**src/rtl/wam_pkg.sv**
```systemverilog
// wam_pkg: shared state/mode encodings and lives clamp for the whack-a-mole controller
package wam_pkg;

    typedef enum logic [2:0] {
        ST_SETUP     = 3'd0,
        ST_WAIT      = 3'd1,
        ST_PLAY      = 3'd2,
        ST_GAME_OVER = 3'd3,
        ST_RESTART   = 3'd4
    } state_e;

    // Bit 0 of the mode marks a timed game, bit 1 a lives game.
    localparam logic [1:0] MODE_POINTS      = 2'b00;
    localparam logic [1:0] MODE_TIMED       = 2'b01;
    localparam logic [1:0] MODE_LIVES       = 2'b10;
    localparam logic [1:0] MODE_TIMED_LIVES = 2'b11;

    function automatic logic [3:0] clamp_lives(input logic [3:0] cfg, input logic [3:0] max_lives);
        return (cfg == 4'd0) ? 4'd1 : (cfg > max_lives) ? max_lives : cfg;
    endfunction

endpackage

```
**src/rtl/wam_epoch_scorer.sv**
```systemverilog
// wam_epoch_scorer: per-light-epoch hit/miss scoring (score, lights_done, misses)
module wam_epoch_scorer #(
    parameter int IDX_W = 4,
    parameter int CW    = 6
) (
    input  logic             clk,
    input  logic             reset,
    input  logic             clr_i,
    input  logic             en_i,
    input  logic             light_change_i,
    input  logic [IDX_W-1:0] light_pos_i,
    input  logic             key_down_i,
    input  logic [IDX_W-1:0] key_idx_i,
    output logic             miss_o,
    output logic [CW-1:0]    score_o,
    output logic [CW-1:0]    lights_done_o,
    output logic [CW-1:0]    misses_o
);

    logic          open_q, open_d, hit_q, hit_d, hit_now, close;
    logic [CW-1:0] score_q, score_d, done_q, done_d, miss_q, miss_d;

    function automatic logic [CW-1:0] sat_inc(input logic [CW-1:0] v, input logic inc);
        return (inc && v != '1) ? v + CW'(1) : v;
    endfunction

    assign hit_now       = en_i && key_down_i && open_q && !hit_q && key_idx_i == light_pos_i;
    assign close         = en_i && light_change_i && open_q;
    assign miss_o        = close && !(hit_q || hit_now);
    assign score_o       = score_q;
    assign lights_done_o = done_q;
    assign misses_o      = miss_q;

    // A light change always opens a fresh epoch; a press in the same cycle still counts for the closing one
    always_comb begin
        open_d  = clr_i ? 1'b0 : (open_q || (en_i && light_change_i));
        hit_d   = (clr_i || (en_i && light_change_i)) ? 1'b0 : (hit_q || hit_now);
        score_d = clr_i ? '0 : sat_inc(score_q, hit_now);
        done_d  = clr_i ? '0 : sat_inc(done_q, close);
        miss_d  = clr_i ? '0 : sat_inc(miss_q, miss_o);
    end

    // Epoch and counter registers
    always_ff @(posedge clk or negedge reset) begin
        if (!reset) begin
            open_q  <= 1'b0;
            hit_q   <= 1'b0;
            score_q <= '0;
            done_q  <= '0;
            miss_q  <= '0;
        end else begin
            open_q  <= open_d;
            hit_q   <= hit_d;
            score_q <= score_d;
            done_q  <= done_d;
            miss_q  <= miss_d;
        end
    end

endmodule

```
**src/rtl/wam_game_ctrl.sv**
```systemverilog
// wam_game_ctrl: whack-a-mole session FSM, ready countdown, game timer and lives (optional HIGH_SCORE_EN adds best_score)
module wam_game_ctrl import wam_pkg::*; #(
    parameter int NUM_LIGHTS  = 9,
    parameter int NORMAL_HITS = 25,
    parameter int EXT_HITS    = 50,
    parameter int GAME_SECS   = 60,
    parameter int READY_SECS  = 5,
    parameter int MAX_LIVES   = 9,
    parameter int IDX_W       = $clog2(NUM_LIGHTS),
    parameter int CW          = $clog2(EXT_HITS + 1)
) (
    input  logic             clk,
    input  logic             reset,
    input  logic             tick_1hz,
    input  logic             play,
    input  logic [1:0]       game_mode,
    input  logic             extended,
    input  logic [3:0]       lives_cfg,
    input  logic             light_change,
    input  logic [IDX_W-1:0] light_pos,
    input  logic             key_down,
    input  logic [IDX_W-1:0] key_idx,
    output logic [2:0]       state,
    output logic             flick_en,
    output logic             clear_n,
    output logic [2:0]       ready_cnt,
    output logic [CW-1:0]    score,
    output logic [CW-1:0]    lights_done,
    output logic [CW-1:0]    misses,
    output logic [3:0]       lives_left,
    output logic [5:0]       time_left,
`ifdef HIGH_SCORE_EN
    output logic [CW-1:0]    best_score,
`endif
    output logic             game_over
);

    state_e        state_q, state_d;
    logic [2:0]    ready_q, ready_d;
    logic [5:0]    time_q, time_d;
    logic [3:0]    lives_q, lives_d;
    logic [1:0]    mode_q, mode_d;
    logic [CW-1:0] target_q, target_d;
    logic          go, miss, end_cond;

    // A play pulse restarts from anywhere except the one-cycle RESTART itself
    assign go       = play && state_q != ST_RESTART;
    assign end_cond = (mode_q == MODE_POINTS && lights_done == target_q)
                   || (mode_q[0] && time_q == 6'd0)
                   || (mode_q[1] && lives_q == 4'd0);

    wam_epoch_scorer #(.IDX_W(IDX_W), .CW(CW)) u_scorer (
        .clk           (clk),
        .reset         (reset),
        .clr_i         (go),
        .en_i          (state_q == ST_PLAY && !go),
        .light_change_i(light_change),
        .light_pos_i   (light_pos),
        .key_down_i    (key_down),
        .key_idx_i     (key_idx),
        .miss_o        (miss),
        .score_o       (score),
        .lights_done_o (lights_done),
        .misses_o      (misses)
    );

    // Next state, countdown, timer and lives; game settings are latched only when a restart begins
    always_comb begin
        state_d  = state_q;
        ready_d  = ready_q;
        time_d   = time_q;
        lives_d  = lives_q;
        mode_d   = mode_q;
        target_d = target_q;
        if (go) begin
            state_d  = ST_RESTART;
            ready_d  = 3'(READY_SECS);
            time_d   = 6'(GAME_SECS);
            lives_d  = clamp_lives(lives_cfg, 4'(MAX_LIVES));
            mode_d   = game_mode;
            target_d = extended ? CW'(EXT_HITS) : CW'(NORMAL_HITS);
        end else begin
            case (state_q)
                ST_RESTART: state_d = ST_WAIT;
                ST_WAIT: begin
                    if (tick_1hz) begin
                        ready_d = (ready_q != 3'd0) ? ready_q - 3'd1 : ready_q;
                        state_d = (ready_q <= 3'd1) ? ST_PLAY : ST_WAIT;
                    end
                end
                ST_PLAY: begin
                    state_d = end_cond ? ST_GAME_OVER : ST_PLAY;
                    time_d  = (tick_1hz && mode_q[0] && time_q != 6'd0) ? time_q - 6'd1 : time_q;
                    lives_d = (miss && mode_q[1] && lives_q != 4'd0) ? lives_q - 4'd1 : lives_q;
                end
                default: ;
            endcase
        end
    end

    // Session registers
    always_ff @(posedge clk or negedge reset) begin
        if (!reset) begin
            state_q  <= ST_SETUP;
            ready_q  <= 3'(READY_SECS);
            time_q   <= 6'(GAME_SECS);
            lives_q  <= 4'd0;
            mode_q   <= MODE_POINTS;
            target_q <= CW'(NORMAL_HITS);
        end else begin
            state_q  <= state_d;
            ready_q  <= ready_d;
            time_q   <= time_d;
            lives_q  <= lives_d;
            mode_q   <= mode_d;
            target_q <= target_d;
        end
    end

    assign state      = state_q;
    assign flick_en   = state_q == ST_PLAY;
    assign clear_n    = state_q != ST_RESTART;
    assign game_over  = state_q == ST_GAME_OVER;
    assign ready_cnt  = ready_q;
    assign time_left  = time_q;
    assign lives_left = lives_q;

`ifdef HIGH_SCORE_EN
    logic [CW-1:0] best_q;

    // Capture a better score as the game ends; kept across restarts
    always_ff @(posedge clk or negedge reset) begin
        if (!reset) best_q <= '0;
        else if (state_d == ST_GAME_OVER && state_q != ST_GAME_OVER && score > best_q) best_q <= score;
    end

    assign best_score = best_q;
`endif

endmodule
```
**config.mk**
```make
export PLATFORM = sky130hd
export DESIGN_NAME = wam_game_ctrl
export DESIGN_NICKNAME = d
export VERILOG_FILES = /design/src/rtl/wam_pkg.sv /design/src/rtl/wam_epoch_scorer.sv /design/src/rtl/wam_game_ctrl.sv
export SDC_FILE = /design/constraint.sdc
export NUM_CORES = 1
export LEC_CHECK = 0
export CAP_MARGIN = 20
export CORE_UTILIZATION = 49
export CTS_CLUSTER_SIZE = 25
export DETAILED_ROUTE_END_ITERATION = 6
export PLACE_DENSITY_LB_ADDON = 0.2
export SYNTH_ARGS = -nofsm -noshare
export SYNTH_HDL_FRONTEND = slang
export SYNTH_SLANG_ARGS = --single-unit
```
**constraint.sdc**
```tcl
create_clock -name clk -period 2.6 [get_ports clk]
set_input_delay 0.26 -clock clk [delete_from_list [all_inputs] [get_ports clk]]
set_output_delay 0.26 -clock clk [all_outputs]
set_load 0.005 [all_outputs]
```
==> flow_results.xml, run 1 <==
<?xml version="1.0" encoding="UTF-8"?>
<metrics>
  <group name="sta">
    <metric name="final_hold_violation_count" unit="">0</metric>
    <metric name="fin_tns_setup" unit="ns">0</metric>
    <metric name="final.period_utilization" unit="%">84.5</metric>
    <metric name="layout_setup_ws" unit="ns">0.402</metric>
    <metric name="relSlewSlack" unit="%">40.5</metric>
    <metric name="setup_viol" unit="">0</metric>
    <metric name="rsz0062_at_grt" unit="">no</metric>
    <metric name="post-route-min-period" unit="ns">2.20</metric>
    <metric name="final.setup_skew" unit="ns">0.00545</metric>
    <metric name="achievable-frequency" unit="MHz">455</metric>
    <metric name="report.final.slew_viol_count" unit="">0</metric>
    <metric name="worst_slew_pin_slew" unit="ns">0.892</metric>
  </group>
  <group name="worst_setup_path">
    <metric name="rr_worst_depth" unit="">5</metric>
    <metric name="critical_path.slowest_cell" unit="">or3b_2</metric>
    <metric name="worst_ep_arrival_time" unit="ns">1.94</metric>
    <metric name="cp_data_required_time" unit="ns">2.34</metric>
    <metric name="setup.worst_path.end_class" unit="">output port</metric>
    <metric name="timing.critical_path.fanout_max" unit="">8</metric>
    <metric name="critPathTopFamily" unit="">buffers and inverters</metric>
    <metric name="rr_startpoint" unit="">state[0]</metric>
    <metric name="path_buf_inv" unit="">2</metric>
    <metric name="crit_type" unit="">reg2out</metric>
    <metric name="reg2reg_to" unit="">u_scorer.misses_o[5]</metric>
    <metric name="r2r_setup_slack" unit="ns">0.46</metric>
    <metric name="cpPeakStageDelay" unit="ns">0.52</metric>
    <metric name="crit_path_cell_trace" unit="">or3b_2, inv_1, clkdlybuf4s50_1</metric>
    <metric name="timing.critical_path.from_type" unit="">register</metric>
  </group>
  <group name="cts">
    <metric name="cts.repair.resized" unit="">0</metric>
    <metric name="numCtsBuffers" unit="">5</metric>
    <metric name="worst_setup_hold_path_clk_slew" unit="ns">0.08</metric>
    <metric name="cts.htree.levels" unit="">2</metric>
    <metric name="cts_num_sinks" unit="">40</metric>
    <metric name="clock-root-buffer" unit="">clkbuf_8</metric>
    <metric name="cts_tree" unit="">done</metric>
    <metric name="cts-root-to-sink-buffers" unit="">2</metric>
    <metric name="post_cts_buffers" unit="">0</metric>
    <metric name="insertion_delay" unit="ns">0.29</metric>
    <metric name="cts_hold_repair.buffers" unit="">0</metric>
  </group>
  <group name="routing">
    <metric name="routed_wirelength" unit="um">5050</metric>
    <metric name="viasPerCell" unit="">5.67</metric>
    <metric name="routedWlPerCell" unit="um">14.2</metric>
    <metric name="ant_nets" unit="">0</metric>
    <metric name="drt_drc_violations_left" unit="">0</metric>
    <metric name="drt_first_pass_iters" unit="">6</metric>
    <metric name="detailedRoute.firstIterationViolations" unit="">150</metric>
    <metric name="route.vias.total" unit="">2019</metric>
  </group>
  <group name="final_layout">
    <metric name="synthToLayoutAreaGrowth" unit="%">31.9</metric>
    <metric name="commonest_non_fill_non_tap_cell_in_the_layout" unit="">clkdlybuf4s50_1</metric>
    <metric name="post_route_cells_drive_above_1_share" unit="%">10.5</metric>
    <metric name="final_cell_mix" unit="">clkdlybuf4s50_1 (56), dfrtp_1 (33), nand2_1 (25)</metric>
    <metric name="diodes" unit="">0</metric>
    <metric name="final_core_util" unit="%">68.2</metric>
    <metric name="net_count_final" unit="">334</metric>
    <metric name="cell_area_after_layout" unit="um2">2990</metric>
  </group>
  <group name="synthesis">
    <metric name="ys_dominant_reg_cell" unit="">dfrtp_1</metric>
    <metric name="syn-num-nets" unit="">271</metric>
    <metric name="synth_edf_count" unit="">0</metric>
    <metric name="ys_seq_elements" unit="">40</metric>
    <metric name="yosysUniqueCellTypes" unit="">50</metric>
    <metric name="async_flop_share" unit="%">100</metric>
    <metric name="synthesis.instances" unit="">240</metric>
    <metric name="syn_area" unit="um2">2260</metric>
    <metric name="syn-mean-instance-area" unit="um2">9.44</metric>
    <metric name="synth_warnings" unit="">0</metric>
    <metric name="synth.yosys.seq_area_share" unit="%">44.6</metric>
  </group>
  <group name="job">
    <metric name="drv.max_cap_violation_count" unit="">0</metric>
  </group>
  <group name="place">
    <metric name="post-place-ws" unit="ns">0.235</metric>
    <metric name="detailed_place.area" unit="um2">2910</metric>
    <metric name="io_buffers" unit="">57</metric>
    <metric name="place_congestion" unit="">0.812</metric>
    <metric name="detailedPlacementHpwl" unit="um">3650</metric>
  </group>
  <group name="global_routing">
    <metric name="grt_first_pass_wirelength" unit="um">8690</metric>
    <metric name="global_route.usage.total" unit="%">22.0</metric>
    <metric name="pin_count_of_the_biggest_net_entering_global_routing" unit="">41</metric>
    <metric name="antenna_found_initial" unit="">0</metric>
    <metric name="vias_in_the_first_global_route" unit="">1931</metric>
    <metric name="grt-ovfl-total" unit="">0</metric>
  </group>
  <group name="power">
    <metric name="static-leakage-power" unit="nW">1.19</metric>
    <metric name="vdd_drop_max" unit="uV">240</metric>
    <metric name="pwr_density_cell" unit="nW/um2">587</metric>
  </group>
  <group name="floorplan">
    <metric name="core_region_area" unit="um2">4380</metric>
    <metric name="fp.dieW" unit="um">70.0</metric>
    <metric name="dieArea" unit="um2">4900</metric>
    <metric name="core.rowCount" unit="">24</metric>
    <metric name="ios" unit="">58</metric>
    <metric name="start_util" unit="%">51.7</metric>
    <metric name="fp.dieH" unit="um">70.0</metric>
  </group>
  <group name="min_path">
    <metric name="worst_hold_class" unit="">in2async</metric>
  </group>
  <group name="run_status">
    <metric name="status" unit="">complete, no violations</metric>
  </group>
</metrics>
-- stage by stage --
step	cells	hold slack, ns	total power (W)
2_1_floorplan	240	-0.0356	0.00109
3_3_place_gp	348	0.441	0.00134
3_5_place_dp	348	0.452	0.00136
4_1_cts	356	0.134	0.00177
5_1_grt	356	0.171	0.00186
6_report	356	0.0924	0.00175
-- logic make-up (layout without fill, tap and decap cells) --
family	Yosys count	count (layout)	synth area share, %
AND/OR/NAND/NOR	96	96	22.7
AO/OA/AOI/OAI	50	50	14.5
flip-flops	40	40	44.6
buffers and inverters	22	86	3.98
XOR/XNOR	19	19	7.35
adder cells (fa/ha/maj)	10	10	5.52
multiplexers	3	3	1.38
-- worst max-delay path by stage --
| stage | from | to | slack (ns) | depth (start not counted) |
|---|---|---|---|---|
| 3_5_place_dp | key_down | u_scorer.misses_o[5] | 0.23 | 6 |
| 4_1_cts | state[0] | flick_en | 0.42 | 3 |
| 5_1_grt | state[0] | flick_en | 0.36 | 3 |
| 6_report | state[0] | flick_en | 0.40 | 3 |
| 2_1_floorplan | state[0] | u_scorer.misses_o[3] | 0.55 | 6 |
| 3_3_place_gp | key_down | u_scorer.misses_o[5] | 0.30 | 6 |
-- synthesized netlist by cell type, types with 2 or more instances --
library cell	count	area [um2]
a211oi_1	4	30.0
a21oi_1	12	60.1
a31oi_1	2	12.5
and3_1	4	25.0
clkbuf_1	6	22.5
dfrtp_1	33	826
dfstp_2	7	184
ha_1	10	125
inv_1	15	56.3
mux2i_1	2	20.0
nand2_1	25	93.8
nand3_1	12	60.1
nand4_1	2	12.5
nor2_1	20	75.1
nor3_1	9	45.0
nor4_1	3	18.8
o211ai_1	3	22.5
o21a_1	3	22.5
o21ai_0	14	70.1
o31ai_1	2	15.0
o41ai_1	2	17.5
or3_1	2	12.5
or3b_2	3	26.3
or4_1	2	15.0
xnor2_1	16	140
xor2_1	3	26.3
-- worst register-to-register path, cell delays in order, from the launching register on --
cell and delay [ns]:
dfrtp_1 0.48, nor4b_4 0.37, nand2_2 0.10, a2111o_1 0.43
or4_1 0.53, a21oi_1 0.16
-- report_power, final --
| part | leakage [nW] | switching (W) | internal (W) |
|---|---|---|---|
| clock | 0.0422 | 0.000214 | 0.000189 |
| sequential | 0.517 | 0.000107 | 0.000716 |
| combinational | 0.634 | 0.000248 | 0.000279 |
| total | 1.19 | 0.000569 | 0.00118 |
-- metal layers --
| metal | vias to the layer above | GRT usage, % | routed length (um) |
|---|---|---|---|
| met5 | - | 0 | 0 |
| li1 | 976 | - | - |
| met2 | 50 | 35.7 | 2350 |
| met1 | 985 | 29.3 | 2430 |
| met4 | 0 | 6.22 | 62 |
| met3 | 8 | 5.48 | 206 |
-- area by class of cell --
cell class / instances / area, um2
flip-flops and latches: 40 / 1010
clock inverters: 1 / 5.00
clock buffers: 7 / 76.3
repair buffers: 63 / 611
inverters: 15 / 56.3
well taps: 52 / 65.1
multi-input cells: 178 / 1160
fillers: 354 / 1400
-- registers in the layout (all words and copies together) (netlist names) --
name	count
ready_cnt	3
u_scorer.misses_o	6
state	3
time_left	6
target_q	2
u_scorer.open_q	1
mode_q	2
u_scorer.score_o	6
u_scorer.hit_q	1
u_scorer.lights_done_o	6
lives_left	4
Note: power is estimated with default switching activity, not from simulation.
==> run 2: changes to the inputs <==
clock period = 2.15 ns   (was 2.6 ns; I/O delays follow)
==> flow_results.xml, run 2 (same netlist as run 1, synthesis figures left out) <==
<?xml version="1.0" encoding="UTF-8"?>
<metrics>
  <group name="sta">
    <metric name="final.period_utilization" unit="%">95.8</metric>
    <metric name="layout_setup_ws" unit="ns">0.0898</metric>
    <metric name="worst_slew_pin_slew" unit="ns">0.573</metric>
    <metric name="report.final.slew_viol_count" unit="">0</metric>
    <metric name="post-route-min-period" unit="ns">2.06</metric>
    <metric name="achievable-frequency" unit="MHz">485</metric>
    <metric name="rsz0062_at_grt" unit="">no</metric>
    <metric name="setup_viol" unit="">0</metric>
    <metric name="relSlewSlack" unit="%">61.8</metric>
    <metric name="final.setup_skew" unit="ns">0.00467</metric>
    <metric name="final_hold_violation_count" unit="">0</metric>
  </group>
  <group name="routing">
    <metric name="drt_drc_violations_left" unit="">0</metric>
    <metric name="routed_wirelength" unit="um">5130</metric>
    <metric name="viasPerCell" unit="">5.49</metric>
    <metric name="ant_nets" unit="">0</metric>
    <metric name="route.vias.total" unit="">2032</metric>
    <metric name="routedWlPerCell" unit="um">13.9</metric>
    <metric name="drt_first_pass_iters" unit="">4</metric>
    <metric name="detailedRoute.firstIterationViolations" unit="">94</metric>
  </group>
  <group name="worst_setup_path">
    <metric name="timing.critical_path.from_type" unit="">register</metric>
    <metric name="timing.critical_path.from" unit="">u_scorer.hit_q</metric>
    <metric name="worst_ep_arrival_time" unit="ns">2.28</metric>
    <metric name="cp_data_required_time" unit="ns">2.37</metric>
    <metric name="crit_type" unit="">reg2reg</metric>
    <metric name="critical_path.slowest_cell" unit="">or4_1</metric>
    <metric name="critPathTopFamily" unit="">simple AND/OR/NAND/NOR gates</metric>
    <metric name="timing.critical_path.fanout_max" unit="">8</metric>
    <metric name="cpPeakStageDelay" unit="ns">0.56</metric>
    <metric name="rr_startpoint" unit="">u_scorer.hit_q</metric>
    <metric name="crit_path_cell_trace" unit="">and3b_1, and4_4, a2111o_1, or4_1, a21oi_1</metric>
    <metric name="setup.worst_path.end_class" unit="">register</metric>
    <metric name="path_buf_inv" unit="">0</metric>
  </group>
  <group name="place">
    <metric name="place_congestion" unit="">0.849</metric>
    <metric name="detailedPlacementHpwl" unit="um">3810</metric>
    <metric name="post-place-cells" unit="">361</metric>
    <metric name="io_buffers" unit="">57</metric>
    <metric name="post-place-ws" unit="ns">-0.168</metric>
  </group>
  <group name="final_layout">
    <metric name="layoutNonFillerInstCount" unit="">370</metric>
    <metric name="diodes" unit="">0</metric>
    <metric name="net_count_final" unit="">348</metric>
    <metric name="post_route_cells_drive_above_1_share" unit="%">15.1</metric>
    <metric name="final_cell_mix" unit="">clkdlybuf4s50_1 (56), dfrtp_1 (32), nand2_1 (25)</metric>
    <metric name="synthToLayoutAreaGrowth" unit="%">40.3</metric>
    <metric name="commonest_non_fill_non_tap_cell_in_the_layout" unit="">clkdlybuf4s50_1</metric>
    <metric name="final_core_util" unit="%">72.5</metric>
  </group>
  <group name="floorplan">
    <metric name="core_region_area" unit="um2">4380</metric>
    <metric name="fp.dieW" unit="um">70.0</metric>
    <metric name="start_util" unit="%">51.7</metric>
    <metric name="ios" unit="">58</metric>
    <metric name="dieArea" unit="um2">4900</metric>
    <metric name="fp.dieH" unit="um">70.0</metric>
    <metric name="core.rowCount" unit="">24</metric>
  </group>
  <group name="min_path">
    <metric name="worst_hold_class" unit="">in2async</metric>
  </group>
  <group name="global_routing">
    <metric name="grt-ovfl-total" unit="">0</metric>
    <metric name="antenna_found_initial" unit="">0</metric>
    <metric name="pin_count_of_the_biggest_net_entering_global_routing" unit="">27</metric>
    <metric name="vias_in_the_first_global_route" unit="">1992</metric>
    <metric name="global_route.usage.total" unit="%">22.4</metric>
    <metric name="grt_first_pass_wirelength" unit="um">8850</metric>
  </group>
  <group name="power">
    <metric name="vdd_drop_max" unit="uV">559</metric>
    <metric name="pwr_density_cell" unit="nW/um2">796</metric>
    <metric name="static-leakage-power" unit="nW">1.29</metric>
    <metric name="report.power.total" unit="W">0.00253</metric>
  </group>
  <group name="job">
    <metric name="drv.max_cap_violation_count" unit="">0</metric>
  </group>
  <group name="cts">
    <metric name="post_cts_buffers" unit="">0</metric>
    <metric name="numCtsBuffers" unit="">5</metric>
    <metric name="cts_num_sinks" unit="">40</metric>
    <metric name="insertion_delay" unit="ns">0.29</metric>
    <metric name="clock-root-buffer" unit="">clkbuf_8</metric>
    <metric name="cts_tree" unit="">done</metric>
    <metric name="cts.htree.levels" unit="">2</metric>
    <metric name="worst_setup_hold_path_clk_slew" unit="ns">0.08</metric>
    <metric name="cts-root-to-sink-buffers" unit="">2</metric>
  </group>
  <group name="run_status">
    <metric name="status" unit="">complete, no violations</metric>
  </group>
</metrics>
## run 2: cell types whose count changed in the layout (fill, tap and decap cells not counted)
cell           change
buf_4             +13
bufinv_16          +3
clkbuf_1           -2
clkinv_2           -1
dfrtp_1            -1
dfrtp_2            +1
dlygate4sd3_1      +1
or3b_2             -1
or3b_4             +1
## run 2: final cells by class
type / instances / area (um2)
clock inverters: 3 / 90.1
repair buffers: 77 / 718
inverters: 15 / 56.3
well taps: 52 / 65.1
flip-flops and latches: 40 / 1010
clock buffers: 5 / 68.8
multi-input cells: 178 / 1170
fillers: 333 / 1210
## run 2: through the flow
step	TNS [ns]	area (um2)	hold WS, ns
CTS	0	3170	0.467
global route	0	3180	0.507
global placement	-0.154	3000	0.250
detailed placement	-0.543	3000	0.247
finish	0	3180	0.444
floorplan	0	2260	-0.0806
## run 2: layer usage
metal / part of all wire [%] / wire [um] / track usage [%] / up-vias
met2: 49 / 2490 / 37.8 / 65
met3: 4.4 / 225 / 4.33 / 6
met4: 0.96 / 49 / 7.56 / 0
li1: - / - / - / 1003
met5: 0 / 0 / 0 / -
met1: 46 / 2360 / 28.9 / 958
## run 2: worst register-to-register path: stages, from the launching register on
cell and delay (ns):
dfrtp_1 0.40, and3b_1 0.21, and4_4 0.19, a2111o_1 0.46
or4_1 0.56, a21oi_1 0.17
## run 2: power by group
group	internal [W]	switching [W]	total, W
logic	0.000375	0.000329	0.000704
clock network	0.000581	0.000273	0.000854
registers	0.000866	0.000105	0.000971
## run 2: worst paths after layout
| path | cells after the start | end | slack, ns |
|---|---|---|---|
| worst max-delay path | 5 | u_scorer.misses_o[5] | 0.09 |
| worst min-delay path | 2 | mode_q[0] | 0.44 |
| worst max register to register | 5 | u_scorer.misses_o[5] | 0.09 |
| worst min register to register | 2 | target_q[1] | 0.53 |
| max in group asynchronous | 3 | target_q[3] | 1.09 |
| min in group clk | 3 | mode_q[0] | 0.46 |
## run 2: timing repair
action,CTS,global route
resized for setup,1,1
setup endpoints to repair,1,3
hold buffers,1,0
endpoints found under the hold margin,19,0
pin swaps,0,2
